===== src/rtl/accumulate.sv =====
// accumulate: FIFO-buffered lane-wise vector accumulator feeding the block-RAM write stage.
// Define ACCUMULATE_SATURATE_EN to make lane additions saturate instead of wrapping.
module accumulate #(
  parameter int GROUP_SIZE      = 4,
  parameter int DATA_WIDTH      = 8,
  parameter int LOG_MAX_ACCUM   = 8,
  parameter int LOG_MAX_OUTPUTS = 16
) (
  input  logic                             clk,
  input  logic                             rst,
  input  logic                             configure,
  input  logic [LOG_MAX_ACCUM-1:0]         num_accum,
  input  logic [LOG_MAX_OUTPUTS-1:0]       num_outputs,
  input  logic [GROUP_SIZE*DATA_WIDTH-1:0] data_in,
  input  logic                             valid_in,
  output logic                             avail_out,
  output logic [GROUP_SIZE*DATA_WIDTH-1:0] data_out,
  output logic                             valid_out,
  input  logic                             avail_in
);

  localparam int VW         = GROUP_SIZE * DATA_WIDTH;
  localparam int FIFO_DEPTH = 4;

  typedef enum logic [1:0] {IDLE, ACCUM, EMIT} state_t;

  state_t                     state;
  logic [VW-1:0]              acc;
  logic [LOG_MAX_ACCUM-1:0]   count;
  logic [LOG_MAX_ACCUM-1:0]   count_next;
  logic [LOG_MAX_ACCUM-1:0]   accum_target;
  logic [LOG_MAX_OUTPUTS-1:0] outputs_left;

  logic [VW-1:0] fifo_mem [FIFO_DEPTH];
  logic [1:0]    wr_ptr;
  logic [1:0]    rd_ptr;
  logic [2:0]    fill;
  logic          push;
  logic          pop;
  logic          fifo_empty;
  logic          fifo_full;
  logic [VW-1:0] head;
  logic [VW-1:0] acc_sum;

  function automatic logic [VW-1:0] lane_add(input logic [VW-1:0] a, input logic [VW-1:0] b);
    logic [VW-1:0] r;
`ifdef ACCUMULATE_SATURATE_EN
    logic [DATA_WIDTH:0] s;
    r = '0;
    for (int i = 0; i < GROUP_SIZE; i++) begin
      s = {1'b0, a[i*DATA_WIDTH +: DATA_WIDTH]} + {1'b0, b[i*DATA_WIDTH +: DATA_WIDTH]};
      r[i*DATA_WIDTH +: DATA_WIDTH] = s[DATA_WIDTH] ? {DATA_WIDTH{1'b1}} : s[DATA_WIDTH-1:0];
    end
`else
    r = '0;
    for (int i = 0; i < GROUP_SIZE; i++) begin
      r[i*DATA_WIDTH +: DATA_WIDTH] = a[i*DATA_WIDTH +: DATA_WIDTH] + b[i*DATA_WIDTH +: DATA_WIDTH];
    end
`endif
    return r;
  endfunction

  // The almost-full margin leaves one slot for a vector already in flight upstream.
  assign fifo_empty = (fill == 3'd0);
  assign fifo_full  = (fill == 3'd4);
  assign avail_out  = (fill < 3'd3);
  assign push       = valid_in && !fifo_full;
  assign pop        = (state == ACCUM) && !fifo_empty && !configure;
  assign head       = fifo_mem[rd_ptr];
  assign count_next = count + LOG_MAX_ACCUM'(1);
  assign acc_sum    = (count == '0) ? head : lane_add(acc, head);

  always_ff @(posedge clk) begin
    if (push) begin
      fifo_mem[wr_ptr] <= data_in;
    end
  end

  always_ff @(posedge clk) begin
    if (!rst) begin
      wr_ptr <= '0;
      rd_ptr <= '0;
      fill   <= '0;
    end else begin
      if (push) begin
        wr_ptr <= wr_ptr + 2'd1;
      end
      if (pop) begin
        rd_ptr <= rd_ptr + 2'd1;
      end
      case ({push, pop})
        2'b10:   fill <= fill + 3'd1;
        2'b01:   fill <= fill - 3'd1;
        default: fill <= fill;
      endcase
    end
  end

  // Configure overrides any pop or emit in the same cycle; buffered vectors survive it.
  always_ff @(posedge clk) begin
    if (!rst) begin
      state        <= IDLE;
      acc          <= '0;
      count        <= '0;
      accum_target <= '0;
      outputs_left <= '0;
      data_out     <= '0;
      valid_out    <= 1'b0;
    end else begin
      valid_out <= 1'b0;
      if (configure) begin
        accum_target <= (num_accum == '0) ? LOG_MAX_ACCUM'(1) : num_accum;
        outputs_left <= num_outputs;
        acc          <= '0;
        count        <= '0;
        state        <= (num_outputs == '0) ? IDLE : ACCUM;
      end else begin
        unique case (state)
          IDLE: begin
          end
          ACCUM: begin
            if (pop) begin
              acc   <= acc_sum;
              count <= count_next;
              if (count_next == accum_target) begin
                data_out <= acc_sum;
                state    <= EMIT;
              end
            end
          end
          EMIT: begin
            if (avail_in) begin
              valid_out    <= 1'b1;
              outputs_left <= outputs_left - LOG_MAX_OUTPUTS'(1);
              count        <= '0;
              state        <= (outputs_left == LOG_MAX_OUTPUTS'(1)) ? IDLE : ACCUM;
            end
          end
          default: state <= IDLE;
        endcase
      end
    end
  end

endmodule


===== config.mk =====
export PLATFORM = sky130hd
export DESIGN_NAME = accumulate
export DESIGN_NICKNAME = d
export VERILOG_FILES = /design/src/rtl/accumulate.sv
export SDC_FILE = /design/constraint.sdc
export NUM_CORES = 1
export LEC_CHECK = 0
export CAP_MARGIN = 20
export CORE_MARGIN = 4
export CORE_UTILIZATION = 45
export CTS_BUF_LIST = sky130_fd_sc_hd__clkbuf_4
export DETAILED_ROUTE_END_ITERATION = 6
export GPL_TIMING_DRIVEN = 0
export SLEW_MARGIN = 20
export SYNTH_ARGS = -nofsm -noshare
export SYNTH_HDL_FRONTEND = slang
export SYNTH_SLANG_ARGS = --single-unit

===== constraint.sdc =====
create_clock -name clk -period 4.2 [get_ports clk]
set_input_delay 0.63 -clock clk [delete_from_list [all_inputs] [get_ports clk]]
set_output_delay 0.63 -clock clk [all_outputs]
set_load 0.05 [all_outputs]

==> reports/metrics.yaml <==
holdWs_ns: 0.3808
fin_tns_setup_ns: 0
clockBufferDepth: 3
post_cts_buffers: 0
cts_max_level: 2
pwr-share-comb_pct: 11.1
rsz0062_at_grt: "false"
yosys-top-cells-area: "edfxtp_1 36%, dfxtp_1 20%, mux4_2 6.8%"
design_area_sq_um: 12830
max-vdd-ir-drop_mv: 0.2677
drt-total-wl_mm: 26.05
yosysMostFrequentCell: "edfxtp_1"
num_vias: 7367
synth_edf_count: 128
startpoint_type: "flop"
post-route-util_pct: 55.99
cts_num_sinks: 236
grt_pass1_wl_mm: 40.37
critPathKind: "flop to flop"
area_growth_syn_to_layout_pct: 21.22
root_buffer: "clkbuf_4"
synthDominantCellAreaShare_pct: 36.31
yosys.area.top_type: "edfxtp_1"
period_needed_ns: 3.821
grt_start_max_net_pins: 27
globalRouteTotalUtil_pct: 19.74
crit_fanout: 10
stdcell_count: 1400
totalPowerFinal_mw: 5.179
initial_core_util_pct: 46.19
grt_overflow_total: 0
period_share_pct: 90.99
cap_violations: 0
critPathCaptureType: "flop"
dpl.hpwl_mm: 18.38
drive_gt1_share_pct: 16.39
drv_slew: 0
dp.cells: 1285
synthFlopType: "edfxtp_1"
fin_nets: 1140
hold_viol: 0
max_freq_ghz: 0.2617
place_congestion: 0.8546
core_area_sq_um: 22920
dr.pass1.iters: 5
synth_commonest_cells: "128 x edfxtp_1, 110 x nor2_1, 108 x dfxtp_1"
setup_viol: 0
ant_nets: 0
hold_path.class: "input port to flop"
finClkSkew_ns: 0.03239
p_switching_mw: 1.266
cts_tree: "built"
power_density_nw_per_um2: 403.6
antenna_found_initial: 1
drt_iter0_markers: 404
vias_per_cell: 5.262
status: "complete, no violations"
drc_errors: 0
dpl_cell_area_sq_um: 11990
cp_data_arrival_time_ns: 4.35
die_area_sq_um: 26040
leakagePower_nw: 4.610
clkTransAtPathRegs_ns: 0.06
p_int_mw: 3.913
clock_power_share_pct: 39.2
cts_inserted_buffers: 60
postCtsHoldBufs: 0
syn_inst: 875
die_x_microns: 161.4
max-slew-margin-rel_pct: 33.61
setup_ws_ns: 0.3786
grt_pass1_vias: 7247
avgSynthCellArea_sq_um: 12.10
synth_nets: 981
rows: 55
synth-seq-area-share_pct: 56.74
dp_slack_ns: 0.3952
clock_latency_ns: 0.68
synth-warning-count: 0
wire_per_inst_microns: 18.61
syn_area_sq_um: 10590
required_ns: 4.73
ys_types: 58
io_pins: 95
ys_seq_elements: 236
r2r_slack_ns: 0.38
worst_pin_slew_ns: 0.9883
die_h_microns: 161.4
port_buffers: 93
p_seq_share_pct: 49.7
ys_async_sr_fraction_pct: 0
cts_resized: 0
p_sw_share_pct: 24.45
state kept, by name (all words and copies together), names as in the netlist, named ones only:
| signal | flops |
|---|---|
| fifo_mem | 128 |
| count | 8 |
| valid_out | 1 |
| outputs_left | 16 |
| accum_target | 8 |
| fill | 3 |
| wr_ptr | 2 |
| rd_ptr | 2 |
| state | 2 |
| data_out | 32 |
| acc | 32 |
final timing paths:
kind,from,endpoint,cells after the start
max reg2reg,flop,acc[22],12
min reg2reg,acc[27],acc[27],2
min,configure,accum_target[1],3
max,flop,acc[22],12
kinds of logic (layout without fill, tap and decap cells):
family          count (synthesis)  count (layout)  share of synthesized area [%]
compound gates                197             197                          11.74
buf+inv                        73             284                          2.861
other cells                     0               1                              0
fa+ha+maj                      45              45                          5.674
mux                            58              58                          9.267
xor+xnor                       38              38                          3.144
flops                         236             236                          56.74
simple gates                  228             228                          10.58
power by group through the flow:
stage / sequential (mW) / combinational (mW) / clock [mW]
global placement: 2.63 / 0.557 / 0
CTS: 2.58 / 0.581 / 2.10
finish: 2.58 / 0.574 / 2.03
floorplan: 2.62 / 0.354 / 0
global route: 2.58 / 0.634 / 2.24
detailed placement: 2.63 / 0.578 / 0
per-layer routing:
metal | GRT usage, % | vias to the layer above | wire length (microns)
met4 | 4.498 | 0 | 314
met1 | 27.53 | 3532 | 12240
met5 | 0 | - | 0
met2 | 31.91 | 170 | 12260
li1 | - | 3642 | -
met3 | 4.312 | 23 | 1239
critical path, cell delays in order, from the launching register on:
cell and delay, ns:
dfxtp_1 0.30, clkbuf_1 0.49, buf_2 0.46, mux4_2 0.62, ha_1 0.25, inv_1 0.08, fa_1 0.20, nor2b_1 0.07
o31a_1 0.27, o21a_1 0.18, or3_1 0.30, a31oi_1 0.31, a21oi_1 0.12
layout make-up:
class | instances | area [sq um]
antenna | 1 | 2.502
buffer | 44 | 193.9
clock buffer | 107 | 803.3
clock inverter | 7 | 26.28
fill | 2022 | 10080
inverter | 29 | 108.9
multi-input combinational | 566 | 4288
sequential | 236 | 6006
tap | 313 | 391.6
timing repair buffer | 97 | 1011
cells in the final DEF, fill, tap and decap left out, drive strengths merged, types with 4 or more instances in the layout:
cell	netlist	layout
and3	8	8
o31a	4	4
a31oi	12	12
nor4	9	9
clkinv	0	5
buf	22	26
mux4	32	32
clkdlybuf4s50	0	93
dfxtp	108	108
a311oi	4	4
nand2	25	25
xnor2	21	21
xor2	17	17
a211oi	49	49
or3	14	14
o21ai	49	49
nand3	7	7
and2	10	10
nor2	110	110
edfxtp	128	128
clkbuf	22	129
mux2i	26	26
a21oi	52	52
nor2b	10	10
and4	4	4
o21a	8	8
ha	40	40
a31o	4	4
nor3	14	14
fa	5	5
inv	29	31
a21o	8	8
No activity file was read; power rests on OpenSTA's default activity.
